**src/rtl/store_buffer.sv**
```systemverilog
`default_nettype none
`timescale 1ns/1ps
// ============================================================================
// Module      : store_buffer
// Description : In-order buffer of completed stores: commit tracking, drain
//               to the data cache, flush, and store-to-load forwarding.
// Revision    : 1.0 - initial release
// ============================================================================
module store_buffer #(
    parameter int DEPTH     = 4,
    parameter int TAG_WIDTH = 6
) (
    input  logic                       i_clock,
    input  logic                       i_reset,
    input  logic                       i_valid,
    input  logic [31:0]                i_address,
    input  logic [31:0]                i_data,
    input  logic [1:0]                 i_store_type,
    input  logic [TAG_WIDTH-1:0]       i_tag,
    output logic                       o_full,
    output logic                       o_empty,
    output logic [$clog2(DEPTH):0]     o_count,
    input  logic                       i_commit,
    input  logic [TAG_WIDTH-1:0]       i_commit_tag,
    output logic                       o_commit_error,
    input  logic                       i_flush,
    output logic                       o_mem_write,
    output logic [31:0]                o_mem_address,
    output logic [31:0]                o_mem_data,
    output logic [1:0]                 o_mem_store_type,
    input  logic                       i_mem_ready,
    input  logic [31:0]                i_fwd_address,
    output logic                       o_fwd_hit,
    output logic [31:0]                o_fwd_data,
    output logic                       o_fwd_stall
);

    localparam int         c_PW        = $clog2(DEPTH);
    localparam int         c_CW        = $clog2(DEPTH) + 1;
    localparam logic [0:0] c_S_IDLE    = 1'b0;
    localparam logic [0:0] c_S_WRITE   = 1'b1;
    localparam logic [1:0] c_TYPE_WORD = 2'd0;
    localparam logic [1:0] c_TYPE_RSVD = 2'd3;

    logic [31:0]          r_addr [DEPTH];
    logic [31:0]          r_data [DEPTH];
    logic [1:0]           r_type [DEPTH];
    logic [TAG_WIDTH-1:0] r_tag  [DEPTH];
    logic [DEPTH-1:0]     r_valid;
    logic [DEPTH-1:0]     r_committed;
    logic [c_PW-1:0]      r_head;
    logic [c_PW-1:0]      r_tail;
    logic [c_PW-1:0]      r_cpos;
    logic [c_CW-1:0]      r_count;
    logic [c_CW-1:0]      r_ccount;
    logic [0:0]           r_state;
    logic                 r_commit_error;

    logic                 w_full;
    logic                 w_enq;
    logic                 w_pop;
    logic                 w_commit_ok;
    logic [c_PW-1:0]      w_cpos_next;
    logic [c_CW-1:0]      w_ccount_next;
    logic [1:0]           w_type_norm;
    logic [c_PW-1:0]      w_fwd_idx;
    logic                 w_fwd_hit;
    logic                 w_fwd_stall;
    logic [31:0]          w_fwd_data;

    assign w_full  = (r_count == c_CW'(DEPTH));
    assign w_enq   = i_valid && !w_full && !i_flush;
    assign w_pop   = (r_state == c_S_WRITE) && i_mem_ready;

    // An entry enqueued this cycle is not yet valid, so committing it fails here.
    assign w_commit_ok = i_commit && r_valid[r_cpos] && !r_committed[r_cpos]
                         && (r_tag[r_cpos] == i_commit_tag);

    assign w_cpos_next   = r_cpos + c_PW'(w_commit_ok);
    assign w_ccount_next = r_ccount + c_CW'(w_commit_ok) - c_CW'(w_pop);
    assign w_type_norm   = (i_store_type == c_TYPE_RSVD) ? c_TYPE_WORD : i_store_type;

    always_ff @(posedge i_clock) begin
        if (w_enq) begin
            r_addr[r_tail] <= i_address;
            r_data[r_tail] <= i_data;
            r_type[r_tail] <= w_type_norm;
            r_tag[r_tail]  <= i_tag;
        end
    end

    always_ff @(posedge i_clock) begin
        if (i_reset) begin
            r_valid        <= '0;
            r_committed    <= '0;
            r_head         <= '0;
            r_tail         <= '0;
            r_cpos         <= '0;
            r_count        <= '0;
            r_ccount       <= '0;
            r_state        <= c_S_IDLE;
            r_commit_error <= 1'b0;
        end else begin
            r_commit_error <= i_commit && !w_commit_ok;

            if (w_pop) begin
                r_valid[r_head]     <= 1'b0;
                r_committed[r_head] <= 1'b0;
                r_head              <= r_head + 1'b1;
            end

            if (w_commit_ok) begin
                r_committed[r_cpos] <= 1'b1;
            end
            r_cpos   <= w_cpos_next;
            r_ccount <= w_ccount_next;

            if (w_enq) begin
                r_valid[r_tail]     <= 1'b1;
                r_committed[r_tail] <= 1'b0;
            end

            // Flush keeps the committed prefix, including a commit landing this cycle.
            if (i_flush) begin
                for (int i = 0; i < DEPTH; i++) begin
                    if (!r_committed[i] && !(w_commit_ok && (r_cpos == c_PW'(i)))) begin
                        r_valid[i] <= 1'b0;
                    end
                end
                r_tail  <= w_cpos_next;
                r_count <= w_ccount_next;
            end else begin
                r_tail  <= r_tail + c_PW'(w_enq);
                r_count <= r_count + c_CW'(w_enq) - c_CW'(w_pop);
            end

            case (r_state)
                c_S_IDLE: begin
                    if (r_valid[r_head] && r_committed[r_head]) begin
                        r_state <= c_S_WRITE;
                    end
                end
                c_S_WRITE: begin
                    if (i_mem_ready) begin
                        r_state <= c_S_IDLE;
                    end
                end
                default: r_state <= c_S_IDLE;
            endcase
        end
    end

    // Walk oldest to youngest so the youngest matching entry wins.
    always_comb begin
        w_fwd_hit   = 1'b0;
        w_fwd_stall = 1'b0;
        w_fwd_data  = '0;
        w_fwd_idx   = r_head;
        for (int i = 0; i < DEPTH; i++) begin
            w_fwd_idx = r_head + c_PW'(i);
            if (r_valid[w_fwd_idx] && (r_addr[w_fwd_idx][31:2] == i_fwd_address[31:2])) begin
                if ((r_type[w_fwd_idx] == c_TYPE_WORD) && (r_addr[w_fwd_idx][1:0] == 2'b00)
                    && (i_fwd_address[1:0] == 2'b00)) begin
                    w_fwd_hit   = 1'b1;
                    w_fwd_stall = 1'b0;
                    w_fwd_data  = r_data[w_fwd_idx];
                end else begin
                    w_fwd_hit   = 1'b0;
                    w_fwd_stall = 1'b1;
                    w_fwd_data  = '0;
                end
            end
        end
    end

    assign o_full           = w_full;
    assign o_empty          = (r_count == '0);
    assign o_count          = r_count;
    assign o_commit_error   = r_commit_error;
    assign o_mem_write      = (r_state == c_S_WRITE);
    assign o_mem_address    = r_addr[r_head];
    assign o_mem_data       = r_data[r_head];
    assign o_mem_store_type = r_type[r_head];
    assign o_fwd_hit        = w_fwd_hit;
    assign o_fwd_stall      = w_fwd_stall;
    assign o_fwd_data       = w_fwd_data;

endmodule
`default_nettype wire

```
**config.mk**
```make
export PLATFORM = sky130hd
export DESIGN_NAME = store_buffer
export DESIGN_NICKNAME = d
export VERILOG_FILES = /design/src/rtl/store_buffer.sv
export SDC_FILE = /design/constraint.sdc
export NUM_CORES = 1
export LEC_CHECK = 0
export BUFFER_PORTS_ARGS = -buffer_cell sky130_fd_sc_hd__buf_2
export CELL_PAD_IN_SITES_DETAIL_PLACEMENT = 0
export CELL_PAD_IN_SITES_GLOBAL_PLACEMENT = 2
export CORE_ASPECT_RATIO = 0.6
export CORE_MARGIN = 2
export CORE_UTILIZATION = 42
export CTS_CLUSTER_SIZE = 25
export DETAILED_ROUTE_END_ITERATION = 6
export HOLD_SLACK_MARGIN = 0.1
export PLACE_DENSITY = 0.91
export REMOVE_ABC_BUFFERS = 1
export SYNTH_ARGS = -nofsm -noshare
export SYNTH_HDL_FRONTEND = slang
export SYNTH_SLANG_ARGS = --single-unit
```
**constraint.sdc**
```tcl
create_clock -name i_clock -period 7.4 [get_ports i_clock]
set_input_delay 0 -clock i_clock [delete_from_list [all_inputs] [get_ports i_clock]]
set_output_delay 0 -clock i_clock [all_outputs]
set_load 0.05 [all_outputs]
```
Word-level counts from Yosys, hierarchy flattened

Memory sizes are Yosys's and may differ from the RTL's. A register that Yosys moved wholly into a read port is not among the register bits.
Cells that the tools add are included.

Bits in writable memories: 288
Word-level logic and storage cells: 175
Register bits after elaboration: 22
Memories: 4

Equality and inequality tests: 10
Magnitude comparators: 9
Mux-type cells: 72
Reduce and logical (&&, ||, !) cells: 54
Add/subtract/negate cells: 9
Bitwise gates (word level): 8

Memory list:

| name   | depth | width | read ports | clocked after memory_dff | wr ports | RTL line | text |
|---|---|---|---|---|---|---|---|
| r_addr | 4     | 32    | 4          | 1                        | 1        | 45       | `logic [31:0] r_addr [DEPTH];` |
| r_data | 4     | 32    | 4          | 1                        | 1        | 46       | `logic [31:0] r_data [DEPTH];` |
| r_tag  | 4     | 6     | 1          | 1                        | 1        | 48       | `logic [TAG_WIDTH-1:0] r_tag [DEPTH];` |
| r_type | 4     | 2     | 4          | 1                        | 1        | 47       | `logic [1:0] r_type [DEPTH];` |

Operators by type and width:

| operator              | count |
|---|---|
| $mux W32              | 8 |
| $eq A30 B30 Y1        | 4 |
| $mux W4               | 9 |
| $mux W1               | 34 |
| $logic_and A1 B1 Y1   | 31 |
| $logic_not A2 Y1      | 10 |
| $lt A2 B3 Y1 const B  | 6 |
| $mux W2               | 9 |
| $bmux W1 S2           | 7 |
| $and A4 B4 Y4         | 3 |
| $logic_not A1 Y1      | 12 |
| $not A4 Y4            | 2 |
| $or A4 B4 Y4          | 2 |
| $add A3 B1 Y3         | 2 |
| $demux W1 S2          | 3 |
| $eq A2 B2 Y1 const B  | 3 |
| $eq A6 B6 Y1          | 1 |
| $ge A2 B1 Y1 const B  | 3 |
| $sub A3 B1 Y3         | 2 |
| $add A2 B1 Y2         | 2 |
| $add A2 B2 Y2 const B | 2 |
| $eq A3 B3 Y1 const B  | 1 |
| $logic_not A3 Y1      | 1 |
| $mux W3               | 1 |
| other kinds (4)       | 4 |

Depth between registers and ports, before layout

Gate-level depths: netlist of the first run.

Depth in word-level cells: 13
Gate-level depth with buffers: 20

Worst setup path before layout of the first run

No wires, ideal clock.

Path type: flip-flop to flip-flop
From: reg r_count[1], in the netlist o_count[1]
To: mem r_addr[1][0], enable pin
Path slack: -0.210 ns
Stages on the path, launching flop included: 5
Arrival: 6.999 ns
Path buffers: 0
Clock period less this slack: 7.610 ns
Required time: 6.789 ns
Cell sequence: dfxtp_1 > nor3b_1 > nor3b_1 > inv_1 > nor3b_1

Longest elaborated chain between the ends: 6

Ends and longest elaborated chain:

| element                           | RTL line | text |
|---|---|---|
| start: declaration                | 54       | `logic [c_CW-1:0] r_count;` |
| start signal: assignment          | 131      | `r_count <= w_ccount_next;` |
| start signal: assignment          | 134      | `r_count <= r_count + c_CW'(w_enq) - c_CW'(w_pop);` |
| $eq A3 B3 Y1                      | 71       | `assign w_full = (r_count == c_CW'(DEPTH));` |
| via o_full                        | 20       | `output logic o_full,` |
| $logic_not A1 Y1                  | 72       | `assign w_enq = i_valid && !w_full && !i_flush;` |
| $logic_and A1 B1 Y1 (2 in series) | 72       |  |
| $mux W1                           | 84       | `if (w_enq) begin` |
| $mux W1 (implied by the code)     | 85       | `r_addr[r_tail] <= i_address;` |
| end: declaration                  | 45       |  |

The timed path passes the listed nets, and every way through them passes these cells.

Final worst setup path of the first run

From: reg r_head[1]
To: out o_fwd_data[28]

Longest elaborated chain between the ends: 9

Ends and longest elaborated chain:

| element                                                                | RTL line | text |
|---|---|---|
| start: declaration                                                     | 51       | `logic [c_PW-1:0] r_head;` |
| start signal: assignment                                               | 109      | `r_head <= r_head + 1'b1;` |
| parallel branches: the longest is 8 deep, another holds $mem_v2 Z4 W32 | -        |  |
| $mux W32 *                                                             | 161      | `if (r_valid[w_fwd_idx] && (r_addr[w_fwd_idx][31:2] == i_fwd_address[31:2])) begin` |
| end: declaration                                                       | 34       | `output logic [31:0] o_fwd_data,` |

Every way passes the cells marked *. The select of a mux whose other input is x is not followed.

==> impl_metrics.env, run 1 <==
export IMPL_outcome="complete, no violations"
export IMPL_die_w_microns=281
export IMPL_tns_ns=0
export IMPL_ys_warn_count=0
export IMPL_vias=14200
export IMPL_route_met2_wl_microns=27000
export IMPL_syn_avg_cell_area_sq_um=13.4
export IMPL_grt_pass1_wl_microns=88200
export IMPL_die_area_sq_um=47800
export IMPL_cp_max_fo=72
export IMPL_final_instance_count_excl_fill=2329
export IMPL_rows=60
export IMPL_final_common_cell="edfxtp_1"
export IMPL_cts_clk_slew_worst_paths_ns=0.06
export IMPL_synth_main_ff_cell="edfxtp_1"
export IMPL_synth_cell_types=66
export IMPL_port_buffers=222
export IMPL_finalCritPeriodShare=0.837
export IMPL_peakVddDrop_mv=0.140
export IMPL_path_cells="inv_1 > ha_4 > buf_4 > mux4_2 > xnor2_1 > nand4_1 > or4_1 > nor4_4 > nand2b_2 > buf_4 > o311a_1 > buf_2"
export IMPL_nets=1810
export IMPL_start_util=0.429
export IMPL_fillers=3893
export IMPL_endpoint_kind="output port"
export IMPL_clkLatencyLatePin_ns=0.53
export IMPL_cts_resized=0
export IMPL_drt_iter0_drc=1344
export IMPL_cts_buffer_depth=3
export IMPL_routed_wirelength_microns=59600
export IMPL_core_area_sq_um=45100
export IMPL_hold_viol_final=0
export IMPL_min_period_ns=6.19
export IMPL_slew_headroom=0.239
export IMPL_cp_slowest_cell="ha_4"
export IMPL_crit_top_cell="buf_4"
export IMPL_wirelength_met1_microns=25900
export IMPL_cts_buffers=34
export IMPL_rsz0062_at_grt="false"
export IMPL_drv_slew=0
export IMPL_stdcell_area_sq_um=22700
export IMPL_numClockSinks=312
export IMPL_mostFrequentLayoutCells="edfxtp_1, buf_2, mux4_2"
export IMPL_syn2layout_area_growth_pct=17.4
export IMPL_regArea_sq_um=9140
export IMPL_dp_hpwl_microns=40100
export IMPL_ys_async_sr_fraction=0
export IMPL_post_dp_cell_area_sq_um=20800
export IMPL_skew_ns=0.0160
export IMPL_clock_root_buffer="clkbuf_16"
export IMPL_synth_edf_count=288
export IMPL_worstSetupStartpointType="register"
export IMPL_dieHeight_microns=170
export IMPL_min_path_type="in2reg"
export IMPL_antenna_found_initial=3
export IMPL_viasPerCell=6.09
export IMPL_fmax_mhz=162
export IMPL_grt_pass1_vias=14000
export IMPL_routedWlPerCell_microns=25.6
export IMPL_cp_buffers_inverters=4
export IMPL_drc=0
export IMPL_synth_seq_cells=312
export IMPL_path_class="reg2out"
export IMPL_cpPeakStageDelay_ns=0.90
export IMPL_power_leakage_nw=7.40
export IMPL_firstDrtPassIters=7
export IMPL_wl_met3_microns=5390
export IMPL_grt_max_degree=73
export IMPL_p_per_area_nw_per_um2=174
export IMPL_max_cap_violations=0
export IMPL_multiInputGateArea_sq_um=9460
export IMPL_syn_area_sq_um=19300
export IMPL_drive_above_1_share=0.289
export IMPL_arrival_ns=6.19
export IMPL_worst_pin_slew_ns=1.14
export IMPL_drtAntennaViolNets=0
export IMPL_dp_cells=2181
export IMPL_required_ns=7.40
export IMPL_cts_tree="built"
export IMPL_io_pins=223
export IMPL_globalRoute_totalOverflow=0
export IMPL_track_usage=0.248
export IMPL_setup_violations_final=0
export IMPL_top_layer_used="met5"
export IMPL_place_congestion=0.935
export IMPL_syn_inst=1443
export IMPL_critPathTopFamily="buffers and inverters"
export IMPL_cts_htree_levels=2
export IMPL_ys_seq_area_frac=0.472
==> synth_stat cells (all sizes together) (33+ instances only) <==
cell    number  area share
mux4       140        0.16
a211oi      47       0.018
buf         71       0.023
edfxtp     288        0.45
clkbuf      57       0.011
xnor2       87       0.039
nand2       40      0.0078
and2        37       0.012
a21oi       49       0.013
mux2        43       0.025
o311a       34       0.018
o21ai       47       0.012
a211o       33       0.015
nor2        95       0.018
mux2i      139       0.072
==> flip-flops by register name (all words and copies together) (netlist names), named ones only <==
| signal | flops |
|---|---|
| r_addr | 128 |
| r_tail | 2 |
| r_tag | 24 |
| r_committed | 4 |
| r_ccount | 3 |
| o_mem_write | 1 |
| o_commit_error | 1 |
| r_valid | 4 |
| r_head | 2 |
| r_type | 8 |
| r_cpos | 2 |
| r_data | 128 |
| o_count | 3 |
==> layout make-up <==
cell class,instances,share of cell area
well taps,620,0.0342
clock inverters,18,0.00711
diodes,2,0.000220
clock buffers,43,0.0390
flip-flops and latches,312,0.403
repair buffers,331,0.0943
multi-input cells,968,0.417
inverters,35,0.00579
==> worst min-delay path, delay by kind of cell <==
kind / cells / cell delay (ns)
XOR/XNOR: 1 / 0.10
AO/OA/AOI/OAI: 1 / 0.07
AND/OR/NAND/NOR: 4 / 0.37
buffers and inverters: 1 / 0.10
==> path summary, 6_finish.rpt <==
| kind | startpoint | end | slack, ns | depth (start not counted) |
|---|---|---|---|---|
| worst min-delay path | i_commit_tag[1] | r_committed[2] | 0.15 | 7 |
| worst min register to register | r_committed[1] | r_committed[1] | 0.49 | 2 |
| worst max-delay path | r_head[1] | o_fwd_data[28] | 1.21 | 12 |
| worst max register to register | r_cpos[0] | o_count[2] | 3.64 | 11 |
==> per-stage QoR <==
step	util	total power, mW	worst slack, ns	hold WS [ns]
after floorplan	-	2.18	-12.61	0.0716
after global placement	0.461	2.31	1.95	0.208
after detailed placement	0.461	2.32	1.84	0.215
after CTS	0.503	3.99	1.26	0.132
after global routing	0.503	4.08	0.953	0.199
final	0.503	3.96	1.21	0.152
==> cell families after synthesis <==
kind of cell               share of synthesized area
muxes                                          0.260
DFF                                            0.472
AOI/OAI and AO/OA                              0.110
and+or+nand+nor                               0.0633
buffers and inverters                         0.0413
xor gates and xnor gates                      0.0453
adders and majority gates                    0.00854
==> power breakdown <==
group	leakage [nW]	total [mW]	switching, mW	internal (mW)
combinational	4.08	0.345	0.214	0.131
sequential	2.81	1.98	0.0204	1.96
clock	0.515	1.63	0.708	0.926
total	7.40	3.96	0.942	3.01
==> repair_timing <==
action | 4_1_cts | 5_1_grt
buffers inserted | 0 | 0
hold buffers | 85 | 0
endpoints found under the hold margin | 312 | 0
==> metal layers <==
| metal | up-vias | GRT usage |
|---|---|---|
| met5 | - | 0 |
| met4 | 2 | 0.0653 |
| met2 | 693 | 0.386 |
| li1 | 6274 | - |
| met3 | 79 | 0.0585 |
| met1 | 7138 | 0.350 |
Note: power is estimated with default switching activity, not from simulation.
==> run 2: changes to the inputs <==
--- a/config.mk
+++ b/config.mk
@@ -5,16 +5,17 @@
 export SDC_FILE = /design/constraint.sdc
 export NUM_CORES = 1
 export LEC_CHECK = 0
+export ABC_AREA = 1
 export BUFFER_PORTS_ARGS = -buffer_cell sky130_fd_sc_hd__buf_2
 export CELL_PAD_IN_SITES_DETAIL_PLACEMENT = 0
 export CELL_PAD_IN_SITES_GLOBAL_PLACEMENT = 2
 export CORE_ASPECT_RATIO = 0.6
 export CORE_MARGIN = 2
-export CORE_UTILIZATION = 42
+export CORE_UTILIZATION = 31
 export CTS_CLUSTER_SIZE = 25
 export DETAILED_ROUTE_END_ITERATION = 6
 export HOLD_SLACK_MARGIN = 0.1
-export PLACE_DENSITY = 0.91
+export PLACE_DENSITY = 0.87
 export REMOVE_ABC_BUFFERS = 1
 export SYNTH_ARGS = -nofsm -noshare
 export SYNTH_HDL_FRONTEND = slang
==> constraint.sdc (replaced) <==
create_clock -name i_clock -period 5.23 [get_ports i_clock]
set_input_delay 0 -clock i_clock [delete_from_list [all_inputs] [get_ports i_clock]]
set_output_delay 0 -clock i_clock [all_outputs]
set_load 0.05 [all_outputs]
==> run 2 against run 1 <==
  * Critical path depth grew 7
  * Design area grew 9.3%
  * Hold slack gained 0.031 ns
  * Clock skew grew 0.0090 ns
==> impl_metrics.env, run 2 <==
export IMPL_outcome="complete, no violations"
export IMPL_port_buffers=222
export IMPL_r2r_start="r_cpos[1]"
export IMPL_synth_main_ff_cell="edfxtp_1"
export IMPL_syn_avg_cell_area_sq_um=7.04
export IMPL_cp_max_fo=66
export IMPL_reg2reg_depth=16
export IMPL_dp_hpwl_microns=53000
export IMPL_yosysMostFrequentCell="nand2_1"
export IMPL_power_leakage_nw=11.2
export IMPL_worstSetupStartpointType="register"
export IMPL_mostFrequentLayoutCells="nand2_1, nand3_1, inv_1"
export IMPL_numClockSinks=312
export IMPL_nets=3331
export IMPL_cts_buffer_depth=3
export IMPL_ys_warn_count=0
export IMPL_required_ns=5.23
export IMPL_cts_tree="built"
export IMPL_holdPathEnd="r_tag[3][1]"
export IMPL_post_dp_cell_area_sq_um=22800
export IMPL_dieHeight_microns=206
export IMPL_slew_headroom=0.372
export IMPL_setup_violations_final=0
export IMPL_place_congestion=0.906
export IMPL_endpoint_kind="output port"
export IMPL_syn_inst=2990
export IMPL_syn2layout_area_growth_pct=18.0
export IMPL_synth_top_cell_area_share=0.411
export IMPL_yosys_area_top_type="edfxtp_1"
export IMPL_cts_buffers=37
export IMPL_clkLatencyLatePin_ns=0.56
export IMPL_finalCritPeriodShare=0.919
export IMPL_skew_ns=0.0249
export IMPL_path_cells="clkinv_2 > ha_4 > buf_4 > nand3_1 > nand2_1 > nand2_1 > nand2_1 > nand3_1 > nor2_1 > nand2_1 > nor2_4 > buf_12 > nand3_1 > nand2_1 > nand2_1 > nand2_1 > nand2_1 > nand2_1 > buf_2"
export IMPL_cts_clk_slew_worst_paths_ns=0.06
export IMPL_vias=20500
export IMPL_routed_wirelength_microns=79400
export IMPL_hold_viol_final=0
export IMPL_fin_ws_ns=0.426
export IMPL_max_cap_violations=0
export IMPL_synth_edf_count=288
export IMPL_antenna_found_initial=6
export IMPL_routedWlPerCell_microns=19.2
export IMPL_clock_root_buffer="clkbuf_16"
export IMPL_rrSetupSlack_ns=1.48
export IMPL_ys_top_cells_by_area="edfxtp_1, nand2_1, nand3_1"
export IMPL_arrival_ns=4.80
export IMPL_hold_path_depth=2
export IMPL_synthTopCellsByCount="nand2_1, nand3_1, inv_1"
export IMPL_crit_top_cell="nand2_1"
export IMPL_min_period_ns=4.80
export IMPL_die_w_microns=340
export IMPL_ys_seq_area_frac=0.434
export IMPL_ys_async_sr_fraction=0
export IMPL_track_usage=0.220
export IMPL_reg_top3="r_addr (128), r_data (128), r_tag (24)"
export IMPL_stdcell_area_sq_um=24800
export IMPL_rsz0062_at_grt="false"
export IMPL_post_cts_buffers=0
export IMPL_final_common_cell="nand2_1"
export IMPL_drtAntennaViolNets=0
export IMPL_place_ws_ns=1.21
export IMPL_min_path_type="in2reg"
export IMPL_cts_htree_levels=2
export IMPL_drt_iter0_drc=2289
export IMPL_core_area_sq_um=66700
export IMPL_start_util=0.315
export IMPL_globalRoute_totalOverflow=0
export IMPL_viasPerCell=4.96
export IMPL_drive_above_1_share=0.106
export IMPL_firstDrtPassIters=6
export IMPL_hold_path_startpoint="i_tag[1]"
export IMPL_drc=0
export IMPL_p_per_area_nw_per_um2=238
export IMPL_path_class="reg2out"
export IMPL_syn_area_sq_um=21000
export IMPL_grt_max_degree=136
export IMPL_drv_slew=0
export IMPL_grt_pass1_vias=18400
export IMPL_synth_cell_types=39
export IMPL_fmax_mhz=208
export IMPL_rows=73
export IMPL_die_area_sq_um=70000
export IMPL_cp_slowest_cell="dfxtp_4"
export IMPL_io_pins=223
export IMPL_grt_pass1_wl_microns=117000
export IMPL_peakVddDrop_mv=0.161
export IMPL_r2r_end="o_count[2]"
export IMPL_worst_pin_slew_ns=0.942
export IMPL_cpPeakStageDelay_ns=0.67
export IMPL_synth_seq_cells=312
-- run 2: cell types whose count changed in the layout (fill, tap and decap cells not counted), sizes merged, moves of 85 or more --
cell | previous run | this run
nand2 | 40 | 1205
nand3 | 6 | 372
inv | 35 | 313
o21ai | 47 | 246
mux4 | 140 | 0
mux2i | 139 | 2
xnor2 | 87 | 2
-- run 2: area by class of cell --
class | count | area [sq um]
multi-input combinational | 2194 | 9860
tap | 900 | 1130
sequential | 312 | 9140
antenna | 3 | 7.51
timing repair buffer | 346 | 2320
fill | 7086 | 41900
clock buffer | 45 | 966
clock inverter | 22 | 218
inverter | 312 | 1180
-- run 2: what timing repair did --
item	in CTS	in global routing
resized for setup	0	0
hold endpoints to repair	312	0
hold buffers	86	0
-- run 2: worst max-delay path by stage --
stage | from | slack (ns) | cells after the start | to
floorplan | r_head[0] | -8.40 | 18 | o_fwd_stall
global placement | r_head[1] | 1.23 | 19 | o_fwd_data[0]
detailed placement | r_head[1] | 1.21 | 19 | o_fwd_data[16]
CTS | r_head[1] | 0.57 | 19 | o_fwd_data[14]
global route | r_head[1] | 0.13 | 19 | o_fwd_data[15]
finish | r_head[1] | 0.43 | 19 | o_fwd_data[15]
-- run 2: cell families (layout without fill, tap and decap cells) --
kind of cell               after synthesis  after routing  share of synthesized area
and+or+nand+nor                       1722           1722                      0.334
muxes                                    2              2                   0.000952
xor gates and xnor gates                31             31                     0.0129
DFF                                    312            312                      0.434
AOI/OAI and AO/OA                      427            427                      0.111
other                                    0              3                          0
buffers and inverters                  484            725                     0.0996
adders and majority gates               12             12                    0.00785
-- run 2: metrics by stage --
step / TNS, ns / power [mW] / util / instances / hold slack (ns)
global route: 0 / 6.12 / 0.372 / 4133 / 0.170
finish: 0 / 5.90 / 0.372 / 4134 / 0.182
global placement: 0 / 3.34 / 0.342 / 3978 / 0.213
floorplan: -830.32 / 3.13 / - / 2818 / 0.0713
detailed placement: 0 / 3.34 / 0.342 / 3978 / 0.218
CTS: 0 / 5.98 / 0.372 / 4131 / 0.143
-- run 2: layer usage --
metal,part of all wire,wire length (microns),global-route usage
met2,0.40,32000,0.312
met5,0.00016,13,0
met1,0.50,39600,0.341
met4,0.013,1060,0.0419
met3,0.085,6730,0.0450
-- run 2: report_power, final --
group,internal [mW],switching (mW)
combinational,0.170,0.368
clock,1.48,1.08
sequential,2.78,0.0292
-- run 2: worst max-delay path, delay by kind of cell, from the launching register on --
kind,cells,cell delay [ns]
simple gates,14,1.81
buf+inv,4,1.11
flops,1,0.67
fa+ha+maj,1,0.53
